[config.mk]
export PLATFORM = sky130hd
export DESIGN_NAME = multi_register_sequencer
export DESIGN_NICKNAME = d
export VERILOG_FILES = /design/src/rtl/multi_register_sequencer_pkg.sv /design/src/rtl/multi_register_sequencer_decode.sv /design/src/rtl/multi_register_sequencer.sv
export SDC_FILE = /design/constraint.sdc
export NUM_CORES = 1
export LEC_CHECK = 0
export CORE_MARGIN = 2
export CORE_UTILIZATION = 44
export CTS_CLUSTER_SIZE = 40
export DETAILED_ROUTE_END_ITERATION = 16
export GPL_ROUTABILITY_DRIVEN = 0
export PLACE_DENSITY = 0.83
export RECOVER_POWER = 50
export SLEW_MARGIN = 0
export SYNTH_ARGS = -nofsm -noshare
export SYNTH_HDL_FRONTEND = slang
export SYNTH_SLANG_ARGS = --single-unit
export TNS_END_PERCENT = 10
[constraint.sdc]
create_clock -name clk -period 2.76 [get_ports clk]
set_clock_uncertainty 0.05 [all_clocks]
set_input_delay 0.69 -clock clk [delete_from_list [all_inputs] [get_ports clk]]
set_output_delay 0.69 -clock clk [all_outputs]
set_load 0.02 [all_outputs]
[src/rtl/multi_register_sequencer_pkg.sv]
// Shared definitions for the multi-function register sequencer.
//   - op_e       : command opcodes carried on cmd_op
//   - state_e    : sequencer control states
//   - DATA_W_DEF / CNT_W_DEF : default register and repeat-count widths
//   - is_single_shot : ops that always run exactly one EXEC cycle
package multi_register_sequencer_pkg;

  localparam int DATA_W_DEF = 4;
  localparam int CNT_W_DEF  = 4;

  typedef enum logic [2:0] {
    OP_NOP  = 3'd0,
    OP_LOAD = 3'd1,
    OP_INC  = 3'd2,
    OP_DEC  = 3'd3,
    OP_SHL  = 3'd4,
    OP_SHR  = 3'd5,
    OP_CLR  = 3'd6,
    OP_ILL  = 3'd7
  } op_e;

  typedef enum logic [1:0] {
    IDLE = 2'd0,
    EXEC = 2'd1,
    DONE = 2'd2
  } state_e;

  // LOAD and CLR are idempotent, and an illegal op only needs one cycle to
  // be reported, so the repeat count is ignored for all three.
  function automatic logic is_single_shot(input op_e op);
    return (op == OP_LOAD) || (op == OP_CLR) || (op == OP_ILL);
  endfunction

endpackage

[src/rtl/multi_register_sequencer_decode.sv]
// op_strobe_decode: turns an opcode plus an issue enable into the one-hot
// register control strobes. NOP and illegal ops decode to no strobe, so at
// most one output is high in any cycle.
//   op     : opcode being executed
//   issue  : high in a cycle where the op's strobe may fire
//   en/clr/inc/dec/shl/shr : register control strobes
module op_strobe_decode
  import multi_register_sequencer_pkg::*;
(
  input  op_e  op,
  input  logic issue,
  output logic en,
  output logic clr,
  output logic inc,
  output logic dec,
  output logic shl,
  output logic shr
);

  always_comb begin
    en  = 1'b0;
    clr = 1'b0;
    inc = 1'b0;
    dec = 1'b0;
    shl = 1'b0;
    shr = 1'b0;
    if (issue) begin
      unique case (op)
        OP_LOAD: en  = 1'b1;
        OP_CLR:  clr = 1'b1;
        OP_INC:  inc = 1'b1;
        OP_DEC:  dec = 1'b1;
        OP_SHL:  shl = 1'b1;
        OP_SHR:  shr = 1'b1;
        default: ;
      endcase
    end
  end

endmodule

[src/rtl/multi_register_sequencer.sv]
// multi_register_sequencer: accepts one command at a time over cmd_valid /
// cmd_ready and drives the external multi-function register's control
// strobes for rep+1 cycles (one cycle for LOAD, CLR and illegal ops).
// A running command can end early through abort or stop-on-zero; every
// command ends with a single-cycle done pulse qualified by aborted/illegal.
// Ports:
//   clk, reset (async, active-low)
//   cmd_valid/cmd_ready, cmd_op, cmd_data, cmd_rep, cmd_soz : command channel
//   abort   : terminate the running command
//   reg_q   : current register value (used for stop-on-zero)
//   reg_in, reg_en, reg_clr, reg_inc, reg_dec, reg_shl, reg_shr : register controls
//   busy, done, aborted, illegal : status
module multi_register_sequencer
  import multi_register_sequencer_pkg::*;
#(
  parameter int DATA_W = DATA_W_DEF,
  parameter int CNT_W  = CNT_W_DEF
) (
  input  logic              clk,
  input  logic              reset,
  input  logic              cmd_valid,
  output logic              cmd_ready,
  input  logic [2:0]        cmd_op,
  input  logic [DATA_W-1:0] cmd_data,
  input  logic [CNT_W-1:0]  cmd_rep,
  input  logic              cmd_soz,
  input  logic              abort,
  input  logic [DATA_W-1:0] reg_q,
  output logic [DATA_W-1:0] reg_in,
  output logic              reg_en,
  output logic              reg_clr,
  output logic              reg_inc,
  output logic              reg_dec,
  output logic              reg_shl,
  output logic              reg_shr,
  output logic              busy,
  output logic              done,
  output logic              aborted,
  output logic              illegal
);

  state_e              state, state_nxt;
  op_e                 op_p0;
  logic [DATA_W-1:0]   data_p0;
  logic [CNT_W-1:0]    rem_p0;
  logic                soz_p0;
  logic                aborted_p0;

  logic accept;
  logic stop;
  logic last;
  logic issue;

  assign accept = cmd_valid && cmd_ready;
  assign stop   = abort || (soz_p0 && (reg_q == '0));
  assign last   = (rem_p0 == '0);
  assign issue  = (state == EXEC) && !stop;

  always_comb begin
    state_nxt = state;
    unique case (state)
      IDLE:    if (accept) state_nxt = EXEC;
      EXEC:    if (stop || last) state_nxt = DONE;
      DONE:    state_nxt = IDLE;
      default: state_nxt = IDLE;
    endcase
  end

  // Command latch stage: captured at acceptance, held for the whole command.
  // rem_p0 counts down to zero and stops there, so rep = all-ones cannot wrap.
  always_ff @(posedge clk or negedge reset) begin
    if (!reset) begin
      state      <= IDLE;
      op_p0      <= OP_NOP;
      data_p0    <= '0;
      rem_p0     <= '0;
      soz_p0     <= 1'b0;
      aborted_p0 <= 1'b0;
    end else begin
      state <= state_nxt;
      if (state == IDLE && accept) begin
        op_p0      <= op_e'(cmd_op);
        data_p0    <= cmd_data;
        rem_p0     <= is_single_shot(op_e'(cmd_op)) ? '0 : cmd_rep;
        soz_p0     <= cmd_soz;
        aborted_p0 <= 1'b0;
      end else if (state == EXEC) begin
        if (stop) begin
          aborted_p0 <= 1'b1;
        end else if (!last) begin
          rem_p0 <= rem_p0 - 1'b1;
        end
      end
    end
  end

  op_strobe_decode u_decode (
    .op    (op_p0),
    .issue (issue),
    .en    (reg_en),
    .clr   (reg_clr),
    .inc   (reg_inc),
    .dec   (reg_dec),
    .shl   (reg_shl),
    .shr   (reg_shr)
  );

  // cmd_ready is gated by reset so it reads 0 while reset is held.
  assign cmd_ready = (state == IDLE) && reset;
  assign busy      = (state != IDLE);
  assign done      = (state == DONE);
  assign aborted   = done && aborted_p0;
  assign illegal   = done && (op_p0 == OP_ILL);
  assign reg_in    = data_p0;

endmodule

---- Word level (Yosys, flattened, before mapping) ----
Index checks and enable logic that the tools add are counted.
word-level totals
  logic and storage cells ................. 67
  memories ................................ 0
  flip-flop bits (word level) ............. 15
  RAM bits ................................ 0
  latch bits .............................. 0
  input port bits ......................... 20
  output and inout port bits .............. 15
  bits in read-only memories .............. 0
cells by class
  mux-type cells .......................... 23
  multiply operators ...................... 0
  shifts and indexed selects .............. 0
  reduce and logical (&&, ||, !) cells .... 21
  div/mod/pow operators ................... 0
  add/subtract/negate cells ............... 1
  bitwise operators ....................... 0
  magnitude comparators ................... 0
  equality and inequality tests ........... 16
operators with widths
  operator               count
  $mux W4                5
  $eq A3 B3 Y1 const B   6
  $mux W1                15
  $logic_not A4 Y1       2
  $logic_and A1 B1 Y1    7
  $eq A3 B1 Y1 const B   2
  $eq A3 B2 Y1 const B   2
  $reduce_bool A2 Y1     3
  $logic_or A1 B1 Y1     4
  $mux W2                2
  $ne A2 B1 Y1 const B   2
  $ne A2 B2 Y1 const B   2
  $pmux W2 S2            1
  $reduce_and A2 Y1      2
  $sub A4 B1 Y4 const B  1
  $reduce_and A3 Y1      1
  $eq A2 B1 Y1 const B   1
  $eq A2 B2 Y1 const B   1
  $logic_not A2 Y1       1
  $logic_not A1 Y1       1

---- Longest topological paths before layout ----
Gate-level depths: netlist of the first run.
  depth after elaboration ................. 6
  depth in mapped cells ................... 6
  gate-level depth less buffers ........... 6

---- Modules after synthesis ----
A second synthesis of the first run with hierarchy kept.
unflattened totals
  cell total of the unflattened synthesis .. 75
  area, all modules ....................... 843.3 sq um
modules (own cells, without submodules)
  module                    times used  seq. area each (sq um)  area an instance (sq um)  cells an instance
  multi_register_sequencer  1           375.4                   772.0                     69
  op_strobe_decode          1           0.0                     71.3                      6

---- Worst setup path after synthesis of the first run ----
OpenSTA, ideal clock, no wires.
  path type ............................... input to output
  start ................................... input port reg_q[0]
  end ..................................... output port reg_inc
  required time ........................... 2.020 ns
  data arrival time ....................... 1.630 ns
  buffers on the path ..................... 0
  cell stages on the path ................. 4
  path slack .............................. 0.390 ns
  path through ............................ nor4_4 > a21o_2 > or3_1 > nor2_1
on the way
  word-level cells in the longest chain between the ends .. 6
RTL lines
  what                 line                                   RTL
  from (decl)          multi_register_sequencer.sv:28         input logic [DATA_W-1:0] reg_q,
  $logic_not A4 Y1     multi_register_sequencer.sv:55         assign stop = abort || (soz_p0 && (reg_q == '0));
  $logic_and A1 B1 Y1  multi_register_sequencer.sv:55
  $logic_or A1 B1 Y1   multi_register_sequencer.sv:55
  $logic_not A1 Y1     multi_register_sequencer.sv:57         assign issue = (state == EXEC) && !stop;
  $logic_and A1 B1 Y1  multi_register_sequencer.sv:57
  $mux W1              multi_register_sequencer_decode.sv:27  if (issue) begin
  to (decl)            multi_register_sequencer.sv:32         output logic reg_inc,
No other way between the ends.

---- Final worst setup path of the first run ----
  start ................................... input port abort
  end ..................................... output port reg_clr
on the way
  word-level cells in the longest chain between the ends .. 4
RTL lines
  what                 line                                   RTL
  from (decl)          multi_register_sequencer.sv:27         input logic abort,
  $logic_or A1 B1 Y1   multi_register_sequencer.sv:55
  $logic_not A1 Y1     multi_register_sequencer.sv:57
  $logic_and A1 B1 Y1  multi_register_sequencer.sv:57
  $mux W1              multi_register_sequencer_decode.sv:27
  to (decl)            multi_register_sequencer.sv:31         output logic reg_clr,
No other way between the ends.

==> impl_metrics.py, run 1 <==
metrics = {
    "power": {
        "p_int_uw": 593,
        "p_per_area_mw_per_mm2": 803,
        "combPwrFrac": 0.463,
        "p_sw_frac": 0.399,
        "clkPwrFrac": 0.130,
        "p_leak_nw": 0.571,
        "p_seq_frac": 0.407,
        "irDropWorstVdd_mv": 0.529,
        "p_sw_uw": 393,
        "p_total_uw": 986,
    },
    "synthesis": {
        "yosys.area.top_type": "dfrtp_1",
        "avgSynthCellArea_um2": 8.87,
        "synth_area_um2": 825,
        "synth.cells.most_frequent": "nand2_1 (31), dfrtp_1 (15), nor2_1 (7)",
        "synth_warnings": 0,
        "ys.flop_type": "dfrtp_1",
        "async_flop_share": 1.00,
        "ys_seq_area_frac": 0.455,
        "synth_edf_count": 0,
        "ys_ff_latch": 15,
        "synth.distinct_cells": 29,
        "synthesis.nets": 114,
        "synth_top_area_share": 0.455,
        "synthTopCellsByArea": "dfrtp_1 (46%), nand2_1 (14%), nand4bb_4 (3.3%)",
        "synthMostInstantiatedCell": "nand2_1",
        "postSynthCellCount": 93,
    },
    "grt": {
        "grt_pass1_vias": 758,
        "grt_pass1_wl_um": 3270,
        "overflow": 0,
        "grtUsageTotal": 0.217,
        "antenna_found_initial": 0,
        "grt_max_degree": 17,
    },
    "floorplanning": {
        "dieArea_mm2": 0.00224,
        "num_rows": 15,
        "die_h_um": 47.3,
        "initial_core_util": 0.472,
        "ios": 35,
        "dieWidth_um": 47.3,
        "core_mm2": 0.00175,
    },
    "timing": {
        "finalCritPeriodShare": 0.987,
        "slew_headroom": 0.586,
        "tightest_slew_ns": 0.617,
        "finalHoldViolations": 0,
        "period_minus_slack_ns": 2.72,
        "final.setup.tns_ns": 0,
        "fmax_mhz": 367,
        "rsz0062_at_grt": "yes",
        "setup_viol": 0,
        "slew_violations": 0,
    },
    "finish": {
        "final_cells": 160,
        "drive_above_1_share": 0.163,
        "final_core_util": 0.704,
        "fin_nets": 157,
        "antennaDiodeCount": 0,
        "area_delta_synth_final_pct": 49.0,
        "final_area_mm2": 0.00123,
    },
    "hold_path": {
        "worstHoldStart": "reg_in[1]",
        "whs_path_depth": 2,
        "worstHoldEndpoint": "reg_in[1]",
        "hold_class": "reg -> reg",
    },
    "cts": {
        "cts_tree": "built",
        "clk_latency_ns": 0.29,
        "cts_max_level": 1,
        "cts_max_path_buffers": 2,
        "cts_root_buffer": "clkbuf_4",
        "clkSlewWorstSetupHoldPaths_ns": 0.09,
        "clkSinkCount": 15,
        "cts_buffers": 3,
    },
    "worst_setup_path": {
        "cpMaxStageDelayCell": "clkdlybuf4s50_1",
        "crit_buf_inv": 3,
        "cp-start-kind": "primary input",
        "slowest_delay_ns": 0.43,
        "path_cells": "clkdlybuf4s50_1 > buf_4 > a21oi_1 > nand3_1 > nor2_1 > clkdlybuf4s15_2",
        "worst-path-max-fanout": 3,
        "r2r_start": "state[1]",
        "critPathKind": "in -> out",
        "r2r_setup_slack_ns": 0.94,
        "timing.rr.end": "rem_p0[3]",
        "critPathTopFamily": "buffers and inverters",
        "reg2regPathDepth": 4,
        "cp.arrival_ns": 1.98,
        "worstSetupEndpointType": "output port",
        "required_ns": 2.02,
    },
    "placed_design": {
        "place_area_mm2": 0.00123,
        "port_buffers": 34,
        "place_inst": 155,
        "hpwl_um": 1590,
    },
    "detailed_routing": {
        "drt-pass1-iter-count": 5,
        "drtAntennaViolNets": 0,
        "drt-total-wl_um": 2160,
        "dr.first_iter.drc_count": 17,
        "drc": 0,
        "avgViaCountPerCell": 5.17,
        "wl_per_cell_um": 13.5,
        "num_vias": 827,
    },
    "flow_run": {
        "cap_violations": 0,
    },
    "run_status": {
        "status": "finished clean",
    },
}
## cell usage in the layout (no fill, tap or decap), drive strengths merged
cell	count
nand2b	3
or2	1
nor3	1
clkbuf	5
inv	2
a211oi	2
dlygate4sd2	5
and4	1
or3	2
buf	11
nor3b	3
a32o	1
nor2b	2
clkdlybuf4s50	22
nand4bb	1
and3	1
o311ai	2
o211ai	2
ha	1
nand4	1
nand3	2
nor4	1
a211o	1
a21oi	3
dlygate4sd3	1
and2	2
dfrtp	15
a21o	2
nand2	31
clkdlybuf4s15	1
nor2	7
## cells by family after synthesis
kind of cell,after synthesis,share of synthesized area
simple gates,59,0.379
buf+inv,5,0.0258
fa+ha+maj,1,0.0152
compound gates,13,0.124
flops,15,0.455
## area by class of cell
type                    count  area, um^2
repair buffers             41         367
well taps                  25        31.3
multi-input cells          73         422
inverters                   2        7.51
flip-flops and latches     15         375
fillers                   150         517
clock buffers               4        26.3
## registers in the layout, indices dropped and copies added (netlist names)
signal	flops
reg_in	4
rem_p0	4
op_p0	3
state	2
aborted_p0	1
soz_p0	1
## tightest hold or removal path, cell delays in order, from the launching register on
cell	delay, ns
dfrtp_1	0.35
nand2_1	0.05
nand2_1	0.06
## power by group through the flow
| stage | clock (mW) | sequential [mW] | combinational (mW) |
|---|---|---|---|
| 2_1_floorplan | 0 | 0.415 | 0.256 |
| 3_3_place_gp | 0 | 0.398 | 0.453 |
| 3_5_place_dp | 0 | 0.404 | 0.465 |
| 4_1_cts | 0.130 | 0.401 | 0.472 |
| 5_1_grt | 0.138 | 0.411 | 0.505 |
| 6_report | 0.129 | 0.401 | 0.456 |
## routing by layer
metal,track usage,wire [um]
met2,0.384,1120
met5,0,0
met1,0.256,880
met4,0.100,38
met3,0.0308,125
## metrics by stage
step	setup slack, ns	hold slack (ns)
after floorplan	0.390	0.344
after global placement	-0.563	0.411
final	0.0355	0.436
after CTS	-0.0121	0.440
after detailed placement	-0.632	0.416
after global routing	-0.0198	0.459
## worst max-delay path by stage
stage	from	to	slack [ns]	depth (start not counted)
after detailed placement	reg_q[3]	reg_inc	-0.63	6
after floorplan	reg_q[0]	reg_inc	0.39	4
final	abort	reg_clr	0.04	6
after CTS	abort	reg_shl	-0.01	6
after global routing	abort	reg_clr	-0.02	6
after global placement	reg_q[0]	reg_inc	-0.56	6
## timing repair
action                                  CTS  global route
gates resized for setup                  32             3
hold buffers                              0             0
endpoints found under the setup margin    7             5
pin swaps                                 3             0
setup buffers                             1             0
(Power assumes the default switching activity.)
==> run 2, diff against run 1 <==
- SETUP_SLACK_MARGIN: unset -> 0.2
- SLEW_MARGIN: 0 -> unset
==> impl_metrics.py, run 2 (synthesis gave the netlist of run 1 again) <==
metrics = {
    "power": {
        "p_seq_frac": 0.400,
        "p_leak_nw": 0.581,
        "clkPwrFrac": 0.129,
        "irDropWorstVdd_mv": 0.532,
        "p_per_area_mw_per_mm2": 804,
        "p_sw_frac": 0.403,
        "p_sw_uw": 405,
        "combPwrFrac": 0.471,
        "p_int_uw": 599,
    },
    "timing": {
        "finalHoldViolations": 0,
        "rsz0062_at_grt": "yes",
        "period_minus_slack_ns": 2.54,
        "fmax_mhz": 394,
        "setup_slack_ns": 0.221,
        "slew_headroom": 0.547,
        "slew_violations": 0,
        "final.setup.tns_ns": 0,
        "finalCritPeriodShare": 0.920,
        "tightest_slew_ns": 0.675,
        "setup_viol": 0,
    },
    "detailed_routing": {
        "wl_met2_um": 1160,
        "drc": 0,
        "top_layer": "met4",
        "drt-total-wl_um": 2210,
        "met1_length_um": 889,
        "dr.first_iter.drc_count": 20,
        "drtAntennaViolNets": 0,
        "num_vias": 832,
        "drt-pass1-iter-count": 4,
        "route.met3.wl_um": 123,
        "wl_per_cell_um": 13.8,
        "avgViaCountPerCell": 5.20,
    },
    "worst_setup_path": {
        "required_ns": 2.02,
        "worst-path-max-fanout": 2,
        "cp-start-kind": "primary input",
        "worstSetupEndpointType": "output port",
        "cp.arrival_ns": 1.80,
        "critPathKind": "in -> out",
    },
    "cts": {
        "cts_root_buffer": "clkbuf_4",
        "cts_buffers": 3,
        "clk_latency_ns": 0.29,
        "clkSinkCount": 15,
        "clkSlewWorstSetupHoldPaths_ns": 0.09,
        "cts_max_level": 1,
        "hold_buffers": 0,
        "cts_tree": "built",
        "cts_max_path_buffers": 2,
    },
    "floorplanning": {
        "ios": 35,
        "num_rows": 15,
        "initial_core_util": 0.472,
        "die_h_um": 47.3,
        "core_mm2": 0.00175,
        "dieWidth_um": 47.3,
        "dieArea_mm2": 0.00224,
    },
    "finish": {
        "drive_above_1_share": 0.200,
        "final_common_cell": "nand2_1",
        "fin_nets": 157,
        "final_core_util": 0.716,
        "final_cells": 160,
        "final_area_mm2": 0.00125,
        "final_cell_mix": "nand2_1 (31), clkdlybuf4s50_1 (21), dfrtp_1 (15)",
        "antennaDiodeCount": 0,
        "area_delta_synth_final_pct": 51.6,
    },
    "grt": {
        "overflow": 0,
        "grt_pass1_wl_um": 3330,
        "grt_pass1_vias": 763,
        "antenna_found_initial": 0,
        "grt_max_degree": 17,
        "grtUsageTotal": 0.220,
    },
    "hold_path": {
        "hold_class": "reg -> reg",
    },
    "placed_design": {
        "place_area_mm2": 0.00123,
        "dp_slack_ns": -0.632,
        "place_inst": 155,
        "port_buffers": 34,
        "hpwl_um": 1590,
    },
    "flow_run": {
        "cap_violations": 0,
    },
    "run_status": {
        "status": "finished clean",
    },
}
==> run 2: cell count changes in the layout (fill, tap and decap cells not counted), sizes merged <==
cell / delta
buf: +1
clkbuf: +4
clkdlybuf4s15: -1
clkdlybuf4s50: -1
dlygate4sd2: -4
dlymetal6s2s: +1
==> run 2: power by group through the flow <==
stage	combinational [mW]	clock, mW	sequential [mW]
2_1_floorplan	0.256	0	0.415
3_3_place_gp	0.453	0	0.398
3_5_place_dp	0.465	0	0.404
4_1_cts	0.471	0.130	0.401
5_1_grt	0.522	0.138	0.411
6_report	0.473	0.129	0.402
==> run 2: metal layers <==
layer  GRT usage  vias to the layer above
li1            -                      404
met1       0.258                      393
met2       0.392                       30
met3      0.0308                        5
met4       0.100                        0
met5           0                        -
==> run 2: stage by stage <==
| step | total power [mW] | hold slack, ns |
|---|---|---|
| global route | 1.07 | 0.459 |
| detailed placement | 0.870 | 0.416 |
| floorplan | 0.670 | 0.344 |
| finish | 1.00 | 0.436 |
| global placement | 0.851 | 0.411 |
| CTS | 1.00 | 0.440 |
==> run 2: path summary, 6_finish.rpt <==
check | startpoint | end | slack (ns) | cells after the start
setup / recovery | reset | cmd_ready | 0.22 | 3
min in group asynchronous | reset | rem_p0[3] | 0.76 | 2
hold / removal | reg_in[1] | reg_in[1] | 0.44 | 2
hold reg to reg | reg_in[1] | reg_in[1] | 0.44 | 2
setup reg to reg | rem_p0[0] | rem_p0[1] | 0.74 | 6
max in group asynchronous | reset | reg_in[3] | 1.71 | 2
==> run 2: area by class of cell <==
type | instances | area (um^2)
tap | 25 | 31.3
fill | 143 | 495
inverter | 2 | 7.51
clock buffer | 4 | 26.3
timing repair buffer | 41 | 359
multi-input combinational | 73 | 450
sequential | 15 | 375
==> run 2: critical path, stage by stage <==
cell	delay [ns]
dlygate4sd3_1	0.54
nor3b_1	0.21
dlygate4sd2_1	0.36
==> run 2: what timing repair did <==
action | 4_1_cts | 5_1_grt
endpoints found under the setup margin | 7 | 7
pin swaps | 3 | 3
resized for setup | 33 | 19
setup buffers | 1 | 0
